## src/rtl/cnt_capture_pkg.sv

```systemverilog
// Shared definitions for the ripple-counter capture block: raw count width,
// output handshake state encoding and the 4-bit modulo difference helper.
package cnt_capture_pkg;

  localparam int CNT_W = 4;

  typedef enum logic {
    IDLE = 1'b0,
    PEND = 1'b1
  } out_state_e;

  function automatic logic [CNT_W-1:0] delta4(input logic [CNT_W-1:0] cur_v,
                                              input logic [CNT_W-1:0] prev_v);
    return cur_v - prev_v;
  endfunction

endpackage

```

## src/rtl/ripple_count_capture_sync_3ff.sv

```systemverilog
// Three-flop sampling chain for an asynchronous multi-bit count; s2/s3 are
// exposed so the consumer can require two identical samples before trusting it.
module sync_3ff #(
  parameter int W = 4
) (
  input  logic         clk,
  input  logic         rst,
  input  logic [W-1:0] d_i,
  output logic [W-1:0] s2_o,
  output logic [W-1:0] s3_o
);

  logic [W-1:0] s1_q, s2_q, s3_q;

  always_ff @(posedge clk) begin
    if (rst) begin
      s1_q <= '0;
      s2_q <= '0;
      s3_q <= '0;
    end else begin
      s1_q <= d_i;
      s2_q <= s1_q;
      s3_q <= s2_q;
    end
  end

  assign s2_o = s2_q;
  assign s3_o = s3_q;

endmodule

```

## src/rtl/ripple_count_capture.sv

```systemverilog
// Accumulates stable ripple-counter samples into a wide count with a
// valid/ready output. States: IDLE = nothing pending | PEND = out_data unconsumed.
module ripple_count_capture
  import cnt_capture_pkg::*;
#(
  parameter int WIDTH = 16
) (
  input  logic             clk,
  input  logic             rst,
  input  logic [CNT_W-1:0] cnt_in,
  input  logic [WIDTH-1:0] cmp_val,
  input  logic             out_ready,
  output logic             out_valid,
  output logic [WIDTH-1:0] out_data,
  output logic             wrap,
  output logic             match,
  output logic             overrun
);

  logic [CNT_W-1:0] s2, s3;
  logic [CNT_W-1:0] last_q, last_d;
  logic [WIDTH-1:0] ext_q, ext_d;
  logic             wrap_q, wrap_d;
  logic             match_q, match_d;
  logic             overrun_q, overrun_d;
  out_state_e       state_q, state_d;

  logic             accept;
  logic [CNT_W-1:0] delta;
  logic [WIDTH-1:0] ext_sum;

  sync_3ff #(.W(CNT_W)) u_sync (
    .clk  (clk),
    .rst  (rst),
    .d_i  (cnt_in),
    .s2_o (s2),
    .s3_o (s3)
  );

  assign accept  = (s2 == s3) && (s2 != last_q);
  assign delta   = delta4(s2, last_q);
  assign ext_sum = ext_q + {{(WIDTH-CNT_W){1'b0}}, delta};

  always_comb begin
    last_d    = last_q;
    ext_d     = ext_q;
    wrap_d    = 1'b0;
    match_d   = 1'b0;
    overrun_d = overrun_q;
    state_d   = state_q;

    if (accept) begin
      last_d  = s2;
      ext_d   = ext_sum;
      wrap_d  = (s2 < last_q);
      match_d = (ext_sum == cmp_val);
    end

    case (state_q)
      IDLE: begin
        if (accept) state_d = PEND;
      end
      PEND: begin
        if (out_ready && !accept) state_d = IDLE;
        else if (!out_ready && accept) overrun_d = 1'b1;
      end
      default: state_d = IDLE;
    endcase
  end

  always_ff @(posedge clk) begin
    if (rst) begin
      last_q    <= '0;
      ext_q     <= '0;
      wrap_q    <= 1'b0;
      match_q   <= 1'b0;
      overrun_q <= 1'b0;
      state_q   <= IDLE;
    end else begin
      last_q    <= last_d;
      ext_q     <= ext_d;
      wrap_q    <= wrap_d;
      match_q   <= match_d;
      overrun_q <= overrun_d;
      state_q   <= state_d;
    end
  end

  // ext only ever changes on accept, so it doubles as the output data register
  assign out_data  = ext_q;
  assign out_valid = (state_q == PEND);
  assign wrap      = wrap_q;
  assign match     = match_q;
  assign overrun   = overrun_q;

endmodule

```

## config.mk

```make
export PLATFORM = sky130hd
export DESIGN_NAME = ripple_count_capture
export DESIGN_NICKNAME = d
export VERILOG_FILES = /design/src/rtl/cnt_capture_pkg.sv /design/src/rtl/ripple_count_capture_sync_3ff.sv /design/src/rtl/ripple_count_capture.sv
export SDC_FILE = /design/constraint.sdc
export NUM_CORES = 1
export LEC_CHECK = 0
export ABC_AREA = 1
export CAP_MARGIN = 5
export CORE_UTILIZATION = 52
export CTS_CLUSTER_SIZE = 20
export DETAILED_ROUTE_END_ITERATION = 8
export GPL_ROUTABILITY_DRIVEN = 0
export GPL_TIMING_DRIVEN = 0
export PLACE_DENSITY = 0.85
export RECOVER_POWER = 100
export SLEW_MARGIN = 20
export SYNTH_ARGS = -nofsm -noshare
export SYNTH_HDL_FRONTEND = slang
export SYNTH_SLANG_ARGS = --single-unit
```

## constraint.sdc

```tcl
create_clock -name clk -period 2.66 [get_ports clk]
set_input_delay 0.399 -clock clk [delete_from_list [all_inputs] [get_ports clk]]
set_output_delay 0.399 -clock clk [all_outputs]
set_load 0.005 [all_outputs]
```

Word level (Yosys, flattened, before mapping):

Index checks and enable logic that the tools add are counted.

* flip-flop bits (word level): 36
* output and inout port bits: 20

* $add $sub $neg: 2
* magnitude comparators: 1
* eq/ne operators: 3
* multiplexer cells: 3
* bitwise operators: 3
* reductions and logical operators: 7

Operators by type and width (number)
* 16-bit by 4-bit adder with 16-bit output: 1
* 16-bit == test: 1
* 4-bit == test: 1
* 4-bit < comparator: 1
* 4-bit != test: 1
* 4-bit subtractor: 1
* 1-bit logical AND: 3
* 1-bit inverter: 3
* 3-bit AND reduction: 1
* 1-bit logical NOT: 2
* 1-bit two-way mux: 2
* 1-bit case mux with 2 select lines: 1
* 2-bit OR reduction: 1

Depth between registers and ports, before layout:

* word-level depth: 6
* depth in mapped cells: 20

Modules after synthesis:

Synthesis repeated with hierarchy kept, for this count alone.

* cell total of the unflattened synthesis: 319
* area total of the unflattened synthesis: 2194.6 µm²

Modules (own cells, without submodules)
* ripple_count_capture: instances 1, cells an instance 282, area an instance 1853.0 µm², seq. area each 480.5 µm²
* sync_3ff: instances 1, cells an instance 37, area an instance 341.6 µm², seq. area each 240.2 µm²

Least setup slack after synthesis:

No wires, ideal clock.

* path kind: reg-to-reg
* from: register u_sync.s2_q[0] (netlist: u_sync.s2_o[0])
* to: register match_q (netlist: match)
* setup time: 0.064 ns
* arrival time: 2.373 ns
* data required time: 2.596 ns
* setup slack: 0.224 ns
* cell stages (with the launch flop): 21
* path buffers: 0
* period minus slack after synthesis: 2.436 ns
* path through: dfxtp_1 -> inv_1 -> ha_1 -> inv_1 -> fa_1 -> xor2_1 -> ha_1 -> nand2_1 -> nand2_1 -> inv_1 -> nand2_1 -> nand2_2 -> nand2_2 -> nand2_2 -> nand2_2 -> nand2_1 -> nand2_1 -> nand3_1 -> nor2_1 -> nand2_1 -> nor2_1

* longest elaborated chain between the ends: 4
* elaborated cells between the ends (all ways): 8
* classes of those cells: add/sub (2); eq/ne (3); bitwise (1); reduce/logical (2)

Ends and longest elaborated chain
* start, declared: RTL line ripple_count_capture_sync_3ff.sv:13 `logic [W-1:0] s1_q, s2_q, s3_q;`
* start signal, assigned: RTL line ripple_count_capture_sync_3ff.sv:22 `s2_q <= s1_q;`
* parallel branches: the longest is 4 deep, another holds 16-bit by 4-bit adder with 16-bit output
* end signal, assigned: RTL line ripple_count_capture.sv:83 `match_q <= match_d;`
* end, declared: RTL line ripple_count_capture.sv:24 `logic match_q, match_d;`

Several ways; the timed one is not identified.
A chain may end at the register's enable or synchronous reset.

Final worst setup path:

* from: register u_sync.s2_q[0] (netlist: u_sync.s2_o[0])
* to: register match_q (netlist: match)

* elaborated cells between the ends (all ways): 8
* classes of those cells: add/sub (2); eq/ne (3); bitwise (1); reduce/logical (2)

RTL lines
* 4-bit subtractor: RTL line cnt_capture_pkg.sv:14 `return cur_v - prev_v;`
* 16-bit by 4-bit adder with 16-bit output: RTL line ripple_count_capture.sv:42 `assign ext_sum = ext_q + {{(WIDTH-CNT_W){1'b0}}, delta};`
* named net ext_sum[1]: RTL line ripple_count_capture.sv:30 `logic [WIDTH-1:0] ext_sum;`
* 16-bit == test: RTL line ripple_count_capture.sv:56 `match_d = (ext_sum == cmp_val);`

The timed path passes the listed nets, and every way through them passes these cells.

==> qor.txt <==
most common cell after layout, fill and taps aside - nand2_1
status - finished, violations left
IO Count - 43
violations in the final reports - negative setup slack
worst min path class - reg -> reg
warnings from Yosys - 0
post-route clock skew - 0.01025 ns
cts hold-fix bufs - 0
initial antenna violation count - 0
DR vias - 2278
DP HPWL - 3804 microns
fmax - 0.3753 GHz
unrepaired setup endpoints after global routing - yes
vias in the first global route - 2093
Max Slew Vio Count - 0
area grow syn2layout - 33.16%
global-route wire length before repair - 8983 microns
Initial Utilization - 0.5432
DIE AREA - 4472 sq um
row count - 23
crit path kind - reg -> reg
FF+latch count, synth - 36
fin crit period - 2.664 ns
Worst VDD drop - 0.5253 mV
I/O Buffers - 41
Core ar. - 4029 sq um
Clock Sinks - 36
sequential share of the synthesized area - 0.3293
CTS max path bufs - 2
CP startpoint kind - flip-flop
diodes inserted - 0
global route overflow - 0
worst-margin pin slew - 0.5905 ns
Period Utilization, post-route - 1.002
share of post-route cells with drive strength above 1 - 0.1294
Netlist cell types - 28
most frequent cells in the layout - nand2_1 (54), inv_1 (47), nand3_1 (43)
dominant cells by area after synthesis - dfxtp_1 (33%), nand3_1 (11%), nand2_1 (9.9%), inv_1 (8.6%), nor2_1 (5.7%)
clock buffer count from CTS - 5
mapped cell area - 2188 sq um
drt first pass iters - 5
Leak Pwr - 1.365 nW
GRT Util Overall - 0.2666
H-tree depth - 2
Total Power - 2.451 mW
# fillers - 341
power density cells - 841.0 nW/um^2
wire per inst - 13.24 microns
largest net degree at the start of global routing - 14
Clk Latency, worst-skew pair - 0.30 ns
Avg Cell Area, Syn - 6.860 sq um
Root Buffer - clkbuf_8
WP data arrival - 2.90 ns
max_slew headroom - 0.6063
crit-path max FO - 3
Worst Path Required - 2.89 ns
DRC viols - 0
Crit. End Element - flip-flop
top cell type's share of synthesized area - 0.3293
Gate Count Post-Synth - 319
Final setup viols - 1
Setup WS pre-CTS - -0.1045 ns
worst setup margin - -0.004234 ns
syn nets - 352
WL final - 5575 microns
Nets - 403
Max Cap Viol - 0
die width - 66.87 microns
Initial DRC Count - 158
post-synth top area cell - dfxtp_1
die height - 66.87 microns
vias per cell - 5.411
Fin. Hold Viols - 0
clk slew on worst S/H paths - 0.08 ns
Final ANT Viol Nets - 0
CTS tree - done
logic make-up (layout without fill, tap and decap cells):
kind of cell,Yosys count,in the layout,share of synthesized area
AND/OR/NAND/NOR,158,158,0.3276
buffers and inverters,59,111,0.1023
AO/OA/AOI/OAI,40,40,0.09949
flip-flops,36,36,0.3293
XOR/XNOR,16,16,0.07719
adder cells (fa/ha/maj),10,10,0.06404
worst paths after layout:
path,start,end,slack (ns),cells past startpoint
max,u_sync.s2_o[0],match,-0.004,14
max reg2reg,u_sync.s2_o[0],match,-0.004,14
min reg2reg,u_sync.s1_q[2],u_sync.s2_o[2],0.40,2
min,u_sync.s1_q[2],u_sync.s2_o[2],0.40,2
registers in the layout (all words and copies together), names as in the netlist:
| register | count |
|---|---|
| u_sync.s3_o | 4 |
| wrap | 1 |
| u_sync.s1_q | 4 |
| overrun | 1 |
| out_data | 16 |
| u_sync.s2_o | 4 |
| match | 1 |
| out_valid | 1 |
| last_q | 4 |
metal layers:
| metal | GRT usage | routed length [microns] | part of all wire |
|---|---|---|---|
| met2 | 0.4545 | 2696 | 0.48 |
| met5 | 0 | 0 | 0 |
| met1 | 0.3277 | 2455 | 0.44 |
| met3 | 0.04966 | 332 | 0.060 |
| met4 | 0.1037 | 91 | 0.016 |
cell usage after synthesis:
library cell,number
nand2_1,58
inv_1,50
nand3_1,46
dfxtp_1,36
nor2_1,33
o21ai_0,18
a21oi_1,13
ha_1,8
nand2_2,8
xnor2_1,8
xor2_1,6
a31oi_1,5
clkbuf_1,4
nand4_1,4
nor2_2,4
nand3b_1,3
buf_2,2
fa_1,2
o211ai_1,2
a2111oi_0,1
a21o_1,1
buf_1,1
clkinv_1,1
inv_2,1
nand3_4,1
nor3_1,1
xnor3_1,1
xor3_1,1
per-stage QoR:
step                cell area (sq um)  hold slack [ns]  std cells  utilization  setup TNS [ns]
floorplan                        2188           0.3883        319            -               0
global placement                 2661           0.3884        410       0.6606        -0.06424
detailed placement               2661           0.3944        410       0.6606         -0.1045
CTS                              2828           0.4021        419       0.7019               0
global route                     2914           0.4202        421       0.7233         -0.1400
finish                           2914           0.3976        421       0.7233       -0.004234
critical path, stage by stage, from the launching register on:
cell	delay, ns
dfxtp_2	0.35
inv_2	0.06
ha_4	0.16
inv_4	0.05
fa_2	0.46
fa_2	0.62
xnor2_2	0.12
nand2_1	0.08
nor2_1	0.08
nand3_1	0.09
nor2_2	0.14
nand3_1	0.09
nor2_1	0.14
nand2_1	0.07
nor2_1	0.09
where the power goes:
group / leakage (nW) / switching (mW) / internal (mW) / total [mW]
registers: 0.298 / 0.118 / 0.638 / 0.756
logic: 1.01 / 0.654 / 0.533 / 1.19
clock network: 0.0548 / 0.226 / 0.283 / 0.508
repair_timing:
item	CTS	global route
endpoints found under the setup margin	3	4
setup buffers	1	2
resized for setup	15	14
cloned	0	0
pin swaps	6	11
layout make-up:
type | instances | area, sq um | area share
Clock buffer | 5 | 68.82 | 0.02362
Multi-Input combinational cell | 224 | 1354 | 0.4646
Clock inverter | 3 | 46.29 | 0.01589
Sequential cell | 36 | 724.4 | 0.2486
Tap cell | 50 | 62.56 | 0.02147
Buffer | 7 | 27.53 | 0.009446
Timing Repair Buffer | 44 | 432.9 | 0.1486
Inverter | 52 | 197.7 | 0.06784
Power figures use the tool's default switching activity.
